**src/rtl/hex_glyph_pkg.sv**
```systemverilog
// Glyph codes, active-low segment patterns and controller state type for the
// six-digit scrolling message display.
package hex_glyph_pkg;

    typedef enum logic [2:0] {
        GlyphSpace = 3'd0,
        GlyphG     = 3'd1,
        GlyphO     = 3'd2,
        GlyphB     = 3'd3,
        GlyphU     = 3'd4,
        GlyphF     = 3'd5,
        GlyphS     = 3'd6,
        GlyphRsvd  = 3'd7
    } glyph_e;

    localparam logic [7:0] SegSpace = 8'b11111111;
    localparam logic [7:0] SegG     = 8'b10001100;
    localparam logic [7:0] SegO     = 8'b10000001;
    localparam logic [7:0] SegB     = 8'b11100000;
    localparam logic [7:0] SegU     = 8'b11000001;
    localparam logic [7:0] SegF     = 8'b10111000;
    localparam logic [7:0] SegS     = 8'b10100100;

    typedef enum logic {
        StIdle,
        StRun
    } state_e;

    // The reserved code renders as a blank digit.
    function automatic logic [7:0] glyph_to_seg(input logic [2:0] code);
        case (glyph_e'(code))
            GlyphG:  return SegG;
            GlyphO:  return SegO;
            GlyphB:  return SegB;
            GlyphU:  return SegU;
            GlyphF:  return SegF;
            GlyphS:  return SegS;
            default: return SegSpace;
        endcase
    endfunction

endpackage

```
**src/rtl/hex_tick_gen.sv**
```systemverilog
// Scroll-rate prescaler: counts 0..TICK_DIV-1 while enabled and flags the
// last count so the controller can advance one window position.
module hex_tick_gen #(
    parameter int unsigned TICK_DIV = 500
) (
    input  logic clk,
    input  logic rst_n,
    input  logic enable_i,
    input  logic clear_i,
    output logic step_o
);

    localparam logic [15:0] TickLast = 16'(TICK_DIV - 1);

    logic [15:0] tick_q, tick_d;

    always_comb begin
        tick_d = tick_q;
        if (clear_i) begin
            tick_d = '0;
        end else if (enable_i) begin
            tick_d = (tick_q == TickLast) ? '0 : tick_q + 16'd1;
        end
    end

    assign step_o = enable_i && (tick_q == TickLast);

    always_ff @(posedge clk or negedge rst_n) begin
        if (!rst_n) begin
            tick_q <= '0;
        end else begin
            tick_q <= tick_d;
        end
    end

endmodule

```
**src/rtl/hex_scroll_ctrl.sv**
```systemverilog
// Scrolling message controller: a 16-glyph buffer loaded in IDLE, shown as a
// six-character window that steps and wraps across the message in RUN.
module hex_scroll_ctrl
    import hex_glyph_pkg::*;
#(
    parameter int unsigned TICK_DIV = 500,
    parameter int unsigned MAX_LEN  = 16
) (
    input  logic       clk,
    input  logic       rst_n,
    input  logic       wr_en_i,
    input  logic [3:0] wr_addr_i,
    input  logic [2:0] wr_data_i,
    output logic       wr_ready_o,
    input  logic [4:0] msg_len_i,
    input  logic       start_i,
    input  logic       stop_i,
    output logic       busy_o,
    output logic       wrap_o,
    output logic [7:0] hex1_o,
    output logic [7:0] hex2_o,
    output logic [7:0] hex3_o,
    output logic [7:0] hex4_o,
    output logic [7:0] hex5_o,
    output logic [7:0] hex6_o
);

    localparam logic [4:0] MaxLen = 5'(MAX_LEN);

    state_e     state_q, state_d;
    logic [4:0] len_q, len_d;
    logic [4:0] pos_q, pos_d;
    logic       wrap_q, wrap_d;
    logic [2:0] msg_q [16];
    logic [2:0] msg_d [16];
    logic [7:0] hex_q [6];
    logic [7:0] hex_d [6];
    logic       step;
    logic       len_ok;

    // pos + offset never exceeds 20, so five conditional subtracts cover len = 1.
    function automatic logic [3:0] win_addr(input logic [4:0] base, input logic [2:0] off,
                                            input logic [4:0] len);
        logic [4:0] idx;
        idx = base + 5'(off);
        for (int i = 0; i < 5; i++) begin
            if (idx >= len) idx = idx - len;
        end
        return idx[3:0];
    endfunction

    hex_tick_gen #(
        .TICK_DIV (TICK_DIV)
    ) u_tick_gen (
        .clk      (clk),
        .rst_n    (rst_n),
        .enable_i (state_q == StRun),
        .clear_i  ((state_q == StIdle) || stop_i),
        .step_o   (step)
    );

    assign len_ok = (msg_len_i != 5'd0) && (msg_len_i <= MaxLen);

    always_comb begin
        state_d = state_q;
        len_d   = len_q;
        pos_d   = pos_q;
        wrap_d  = 1'b0;
        msg_d   = msg_q;
        case (state_q)
            StIdle: begin
                if (wr_en_i) msg_d[wr_addr_i] = wr_data_i;
                if (start_i && !stop_i && len_ok) begin
                    state_d = StRun;
                    len_d   = msg_len_i;
                    pos_d   = '0;
                end
            end
            StRun: begin
                if (stop_i) begin
                    state_d = StIdle;
                    pos_d   = '0;
                end else if (step) begin
                    if (pos_q == len_q - 5'd1) begin
                        pos_d  = '0;
                        wrap_d = 1'b1;
                    end else begin
                        pos_d = pos_q + 5'd1;
                    end
                end
            end
            default: state_d = StIdle;
        endcase
    end

    // Digits are decoded from next-state values so HEX changes on the same edge as pos.
    always_comb begin
        for (int k = 0; k < 6; k++) begin
            hex_d[k] = SegSpace;
            if (state_d == StRun) begin
                hex_d[k] = glyph_to_seg(msg_d[win_addr(pos_d, 3'(k), len_d)]);
            end
        end
    end

    always_ff @(posedge clk or negedge rst_n) begin
        if (!rst_n) begin
            state_q <= StIdle;
            len_q   <= 5'd1;
            pos_q   <= '0;
            wrap_q  <= 1'b0;
            for (int i = 0; i < 16; i++) msg_q[i] <= GlyphSpace;
            for (int k = 0; k < 6; k++) hex_q[k] <= SegSpace;
        end else begin
            state_q <= state_d;
            len_q   <= len_d;
            pos_q   <= pos_d;
            wrap_q  <= wrap_d;
            msg_q   <= msg_d;
            hex_q   <= hex_d;
        end
    end

    assign busy_o     = (state_q == StRun);
    assign wr_ready_o = (state_q == StIdle);
    assign wrap_o     = wrap_q;
    assign hex1_o     = hex_q[0];
    assign hex2_o     = hex_q[1];
    assign hex3_o     = hex_q[2];
    assign hex4_o     = hex_q[3];
    assign hex5_o     = hex_q[4];
    assign hex6_o     = hex_q[5];

endmodule

```
**config.mk**
```make
export PLATFORM = sky130hd
export DESIGN_NAME = hex_scroll_ctrl
export DESIGN_NICKNAME = d
export VERILOG_FILES = /design/src/rtl/hex_glyph_pkg.sv /design/src/rtl/hex_tick_gen.sv /design/src/rtl/hex_scroll_ctrl.sv
export SDC_FILE = /design/constraint.sdc
export NUM_CORES = 1
export LEC_CHECK = 0
export CORE_MARGIN = 2
export CORE_UTILIZATION = 40
export CTS_BUF_LIST = sky130_fd_sc_hd__clkbuf_8
export CTS_CLUSTER_DIAMETER = 120
export DETAILED_ROUTE_END_ITERATION = 10
export MAX_ROUTING_LAYER = met4
export PLACE_DENSITY = 0.57
export RECOVER_POWER = 50
export SLEW_MARGIN = 20
export SYNTH_ARGS = -nofsm -noshare
export SYNTH_HDL_FRONTEND = slang
export SYNTH_SLANG_ARGS = --single-unit
export TNS_END_PERCENT = 10
```
**constraint.sdc**
```tcl
create_clock -name clk -period 11.29 [get_ports clk]
set_input_delay 2.258 -clock clk [delete_from_list [all_inputs] [get_ports clk]]
set_output_delay 2.258 -clock clk [all_outputs]
set_load 0.05 [all_outputs]
```
==> run_results.csv, run 1 <==
group,metric,value,unit
placement,post-dp-hpwl,44500,um
floorplan,core,39700,um^2
layout,n_antenna_cell,0,
sta,slew_headroom,-1.49,
grt,grt_pass1_vias,17300,
critical_path,crit_path_end_kind,"flop",
critical_path,crit_buf_inv,13,
sta,worst_slew_pin_slew,3.73,ns
synthesis,syn-cell-area,16100,um^2
synthesis,ys.flop_type,"dfrtp_1",
sta,whs,0.495,ns
layout,design_area,24500,um^2
synthesis,syn-instance-count,1930,
flow_run,maxCapViolCount,2,
floorplan,die_h,205,um
clocking,ctsHoldBuffers,0,
critical_path,cp.depth,51,
detailed_routing,drtAntennaViolNets,0,
critical_path,reg2reg_from,"len_q[0]",
detailed_routing,drc_errors,0,
sta,fin_skew,0.0142,ns
sta,hold_viol_final,0,
placement,dp.cells,3043,
sta,setup_viol,35,
synthesis,yosysTopAreaCellShare,0.125,
critical_path,crit_path_start,"msg_len_i[3]",
synthesis,synth_top_cell_by_area,"mux2i_1",
detailed_routing,drt-total-wl,58600,um
grt,track_usage,0.281,
detailed_routing,via_per_inst,5.47,
detailed_routing,drt_iter0_markers,1136,
clocking,clk_pin_slew_worst_paths,0.07,ns
outcome,violations,"max-capacitance violations, max-slew violations, negative setup slack",
grt,grt_max_degree,65,
detailed_routing,num_vias,17300,
sta,rsz0062_at_grt,"true",
sta,fin_crit,11.67,ns
floorplan,die-area,42000,um^2
placement,port_buffers,61,
clocking,cts_num_sinks,118,
critical_path,cpMostUsedCell,"a21o_1",
synthesis,postSynthAreaPerCell,8.36,um^2
clocking,root_buffer,"clkbuf_8",
layout,final_nets,2826,
floorplan,std_cell_rows,73,
clocking,h-tree-depth,4,
sta,fmax,0.0857,GHz
clocking,cts_max_path_buffers,2,
layout,fillers,3344,
placement,placed_area,22100,um^2
critical_path,crit_arrival,12.03,ns
synthesis,synth.yosys.seq_area_share,0.186,
sta,fin_crit_sh,1.03,
critical_path,cp_max_fo,8,
placement,gp_congestion,0.928,
synthesis,yosys_warnings,0,
grt,grt_pass1_wl,90900,um
layout,fin_util,0.617,
critical_path,crit_family,"compound AO/OA/AOI/OAI gates",
critical_path,required,11.66,ns
synthesis,async_flop_share,1.00,
synthesis,synth_enable_flop_cells,0,
critical_path,critical-path-max-stage-delay,0.49,ns
floorplan,start_util,0.406,
layout,fin_cells,3164,
synthesis,synthDistinctLibCells,97,
worst_hold_path,hp-class,"reg2reg",
critical_path,path_class,"in2reg",
layout,drive_above_1_share,0.409,
detailed_routing,avgRoutedWirePerCell,18.5,um
layout,area_growth,52.0,%
critical_path,start_kind,"input pin",
worst_hold_path,worstHoldStart,"u_tick_gen.tick_q[0]",
clocking,clkLatencyLatePin,0.48,ns
floorplan,die_width,205,um
detailed_routing,firstDrtPassIters,5,
sta,fin_ws,-0.376,ns
floorplan,io_pins,68,
synthesis,synth_area_leaders,"mux2i_1 13%, ha_1 12%, dfrtp_1 12%, dfstp_2 7.0%, a21oi_1 5.0%",
grt,overflow,0,
grt,grt_antenna_before_repair,0,
outcome,status,"finished with violations",
critical_path,reg2regPathDepth,52,
critical_path,critPathSlowestCell,"mux4_2",
synthesis,yosysMostFrequentCell,"mux2i_1",
clocking,cts_tree,"built",
worst_hold_path,hold_depth,1,
synthesis,synth-seq-cells,118,
synthesis,synthTopCellsByCount,"202 x mux2i_1, 181 x nand2_1, 162 x a21oi_1",
clocking,numCtsBuffers,17,
sta,report.final.slew_viol_count,121,
timing repair:
action                     in CTS  in global routing
buffers inserted               46                 41
gates cloned                    1                  3
setup endpoints to repair      42                 42
pin swaps                      82                 73
gates resized for setup       171                138
logic make-up (layout without fill, tap and decap cells):
kind of cell	after synthesis	after routing	share of synthesized area
other	1	6	0.000232
buffers and inverters	215	919	0.0539
adders and majority gates	183	183	0.155
DFF	118	118	0.186
xor gates and xnor gates	124	124	0.0673
muxes	256	256	0.165
AOI/OAI and AO/OA	544	544	0.226
and+or+nand+nor	489	489	0.146
sequential cells by signal (all words and copies together) (netlist names), 5 cells and up:
name,count
hex2_o,7
pos_q,5
hex6_o,7
hex5_o,7
u_tick_gen.tick_q,16
hex1_o,7
msg_q,48
len_q,5
hex3_o,7
hex4_o,7
through the flow:
step | TNS [ns] | setup slack [ns]
floorplan | -46.99 | -1.29
global placement | -52.38 | -1.63
detailed placement | -62.03 | -1.88
CTS | -5.42 | -0.384
global route | -25.98 | -0.870
finish | -5.48 | -0.376
cell usage in the layout (no fill, tap or decap), drive strengths merged, types with 10 or more instances in the layout:
cell           count
a21o              79
inv              153
a31oi             13
nor3              18
nor2             121
dfrtp             75
fa                28
o21ai             99
a211oi            35
a221oi            14
o211ai            18
and2              12
nand3             28
nor2b             13
and3              10
o21a              21
buf              673
or2               10
clkdlybuf4s50     53
ha               155
xnor2             77
a21oi            166
a22oi             10
mux2              51
nand2            181
o31ai             11
clkbuf            24
dfstp             43
or3               13
nand2b            37
xor2              47
mux2i            204
metal layers:
layer / GRT usage / up-vias / part of all wire / wire, um
li1: - / 8361 / - / -
met1: 0.372 / 8392 / 0.46 / 26900
met2: 0.452 / 453 / 0.47 / 27300
met3: 0.0420 / 113 / 0.050 / 2940
met4: 0.0660 / 0 / 0.025 / 1480
met5: - / - / 0 / 0
area by class of cell:
type                    instances  area, um^2  area share
multi-input cells            1602       13800       0.564
well taps                     525         657      0.0268
inverters                     151         578      0.0236
clock buffers                  18         248      0.0101
flip-flops and latches        118        3010       0.123
clock inverters                14         160     0.00653
repair buffers                736        6040       0.246
worst paths after layout:
| kind | slack [ns] | endpoint |
|---|---|---|
| worst max-delay path | -0.38 | hex5_o[1] |
| worst min register to register | 0.50 | u_tick_gen.tick_q[0] |
| worst max register to register | 0.27 | hex5_o[1] |
| max in group asynchronous | 4.20 | msg_q[39] |
| worst min-delay path | 0.50 | u_tick_gen.tick_q[0] |
| min in group asynchronous | 3.06 | len_q[3] |
Power of run 1 is not shown: default switching activity piles up to over one toggle a cycle in this logic, so the estimate is an artifact.
==> run 2: changes to the inputs <==
CTS_CLUSTER_DIAMETER = not set   (was 120)
clock period = 9.84 ns   (was 11.29 ns; I/O delays follow)
==> run_results.csv, run 2 (same netlist as run 1, synthesis figures left out) <==
group,metric,value,unit
detailed_routing,firstDrtPassIters,5,
placement,dp.cells,3079,
sta,setup_viol,42,
critical_path,reg2regPathDepth,56,
sta,hold_viol_final,0,
detailed_routing,drtAntennaViolNets,0,
sta,fin_crit,11.42,ns
layout,fin_cells,3178,
sta,fin_skew,0.0151,ns
placement,dp_slack,-2.95,ns
clocking,clk_pin_slew_worst_paths,0.08,ns
clocking,clkLatencyLatePin,0.48,ns
floorplan,die_h,205,um
layout,reg_top3,"msg_q: 48 flops, u_tick_gen.tick_q: 16 flops",
layout,n_antenna_cell,0,
critical_path,cp_max_fo,8,
grt,grt_antenna_before_repair,0,
critical_path,path_class,"in2reg",
grt,track_usage,0.280,
sta,report.final.slew_viol_count,121,
grt,grt_pass1_wl,91000,um
critical_path,start_kind,"input pin",
sta,fin_ws,-1.58,ns
layout,seq_area,3010,um^2
worst_hold_path,holdPathEnd,"u_tick_gen.tick_q[7]",
sta,whs,0.553,ns
outcome,status,"finished with violations",
grt,grt_pass1_vias,17500,
critical_path,crit_arrival,11.81,ns
clocking,cts_tree,"built",
layout,final_cell_mix,"633 x buf_4, 187 x mux2i_1, 169 x nand2_1, 144 x inv_1, 131 x a21oi_1",
layout,final_nets,2840,
outcome,violations,"max-capacitance violations, max-slew violations, negative setup slack",
sta,worst_slew_pin_slew,4.02,ns
layout,largest_reg_flops,48,
layout,area_growth,53.5,%
worst_hold_path,hp-class,"reg2reg",
detailed_routing,avgRoutedWirePerCell,18.3,um
worst_hold_path,hold_depth,2,
placement,gp_congestion,0.946,
detailed_routing,drt-total-wl,58100,um
floorplan,start_util,0.406,
sta,fin_crit_sh,1.16,
critical_path,reg2reg_from,"len_q[0]",
critical_path,cpMostUsedCell,"a21o_1",
critical_path,critical-path-max-stage-delay,0.48,ns
critical_path,crit_path_end_kind,"flop",
clocking,cts_num_sinks,118,
placement,port_buffers,61,
flow_run,maxCapViolCount,2,
critical_path,required,10.23,ns
clocking,ctsHoldBuffers,0,
layout,regMostFlops,"msg_q",
floorplan,die-area,42000,um^2
sta,rsz0062_at_grt,"true",
grt,grt_max_degree,75,
layout,fillers,3365,
floorplan,core,39700,um^2
detailed_routing,drt_iter0_markers,1109,
critical_path,r2r_end,"hex5_o[1]",
worst_hold_path,worstHoldStart,"u_tick_gen.tick_q[7]",
critical_path,r2r_slack,-1.33,ns
clocking,h-tree-depth,4,
sta,fmax,0.0876,GHz
placement,post-dp-hpwl,44300,um
layout,drive_above_1_share,0.404,
layout,multiInputGateArea,13900,um^2
floorplan,io_pins,68,
floorplan,die_width,205,um
clocking,numCtsBuffers,17,
layout,mostFrequentLayoutCell,"buf_4",
detailed_routing,drc_errors,0,
detailed_routing,num_vias,17500,
critical_path,critPathSlowestCell,"mux4_2",
grt,overflow,0,
sta,setup_tns,-54.86,ns
sta,slew_headroom,-1.68,
clocking,root_buffer,"clkbuf_8",
detailed_routing,via_per_inst,5.51,
floorplan,std_cell_rows,73,
clocking,cts_max_path_buffers,2,
==> run 2: changes by cell type in the layout (fill, tap and decap cells not counted), sizes merged <==
cell,delta
buf,+18
clkinvlp,-3
inv,+3
clkdlybuf4s15,-2
bufinv,+1
clkbuf,-1
clkinv,-1
dlygate4sd2,-1
==> run 2: worst max-delay path, delay by kind of cell <==
kind | cells | cell delay [ns]
XOR/XNOR | 1 | 0.11
adder cells (fa/ha/maj) | 5 | 1.15
buffers and inverters | 13 | 1.73
AO/OA/AOI/OAI | 19 | 2.98
multiplexers | 5 | 1.67
AND/OR/NAND/NOR | 12 | 2.16
==> run 2: final cells by class <==
class | count | area share
clock buffers | 18 | 0.0100
clock inverters | 14 | 0.00798
inverters | 151 | 0.0232
multi-input cells | 1602 | 0.560
flip-flops and latches | 118 | 0.121
well taps | 525 | 0.0265
repair buffers | 750 | 0.251
==> run 2: what timing repair did <==
action	4_1_cts	5_1_grt
resized for setup	194	123
pin swaps	84	67
endpoints found under the setup margin	42	42
setup buffers	38	29
gates cloned	2	1
==> run 2: stage by stage <==
step,utilization,instance area (um^2)
after floorplan,-,16500
after global placement,0.563,22400
after detailed placement,0.563,22400
after CTS,0.602,23900
after global routing,0.624,24800
final,0.624,24800
==> run 2: worst max path at each step <==
stage               slack [ns]    startpoint  cells past startpoint   endpoint
finish                   -1.58  msg_len_i[3]                     55  hex5_o[1]
global route             -2.01  msg_len_i[3]                     54  hex5_o[1]
CTS                      -1.53  msg_len_i[2]                     50  hex5_o[1]
detailed placement       -2.95  msg_len_i[1]                     52  hex6_o[5]
global placement         -2.79  msg_len_i[1]                     51  hex5_o[1]
floorplan                -2.45  msg_len_i[1]                     48  hex3_o[0]
==> run 2: metal layers <==
layer	share of wire	track usage
met4	0.025	0.0717
met5	0	-
met2	0.47	0.454
met1	0.45	0.369
met3	0.058	0.0367
Power of run 2 is left out for the same reason.
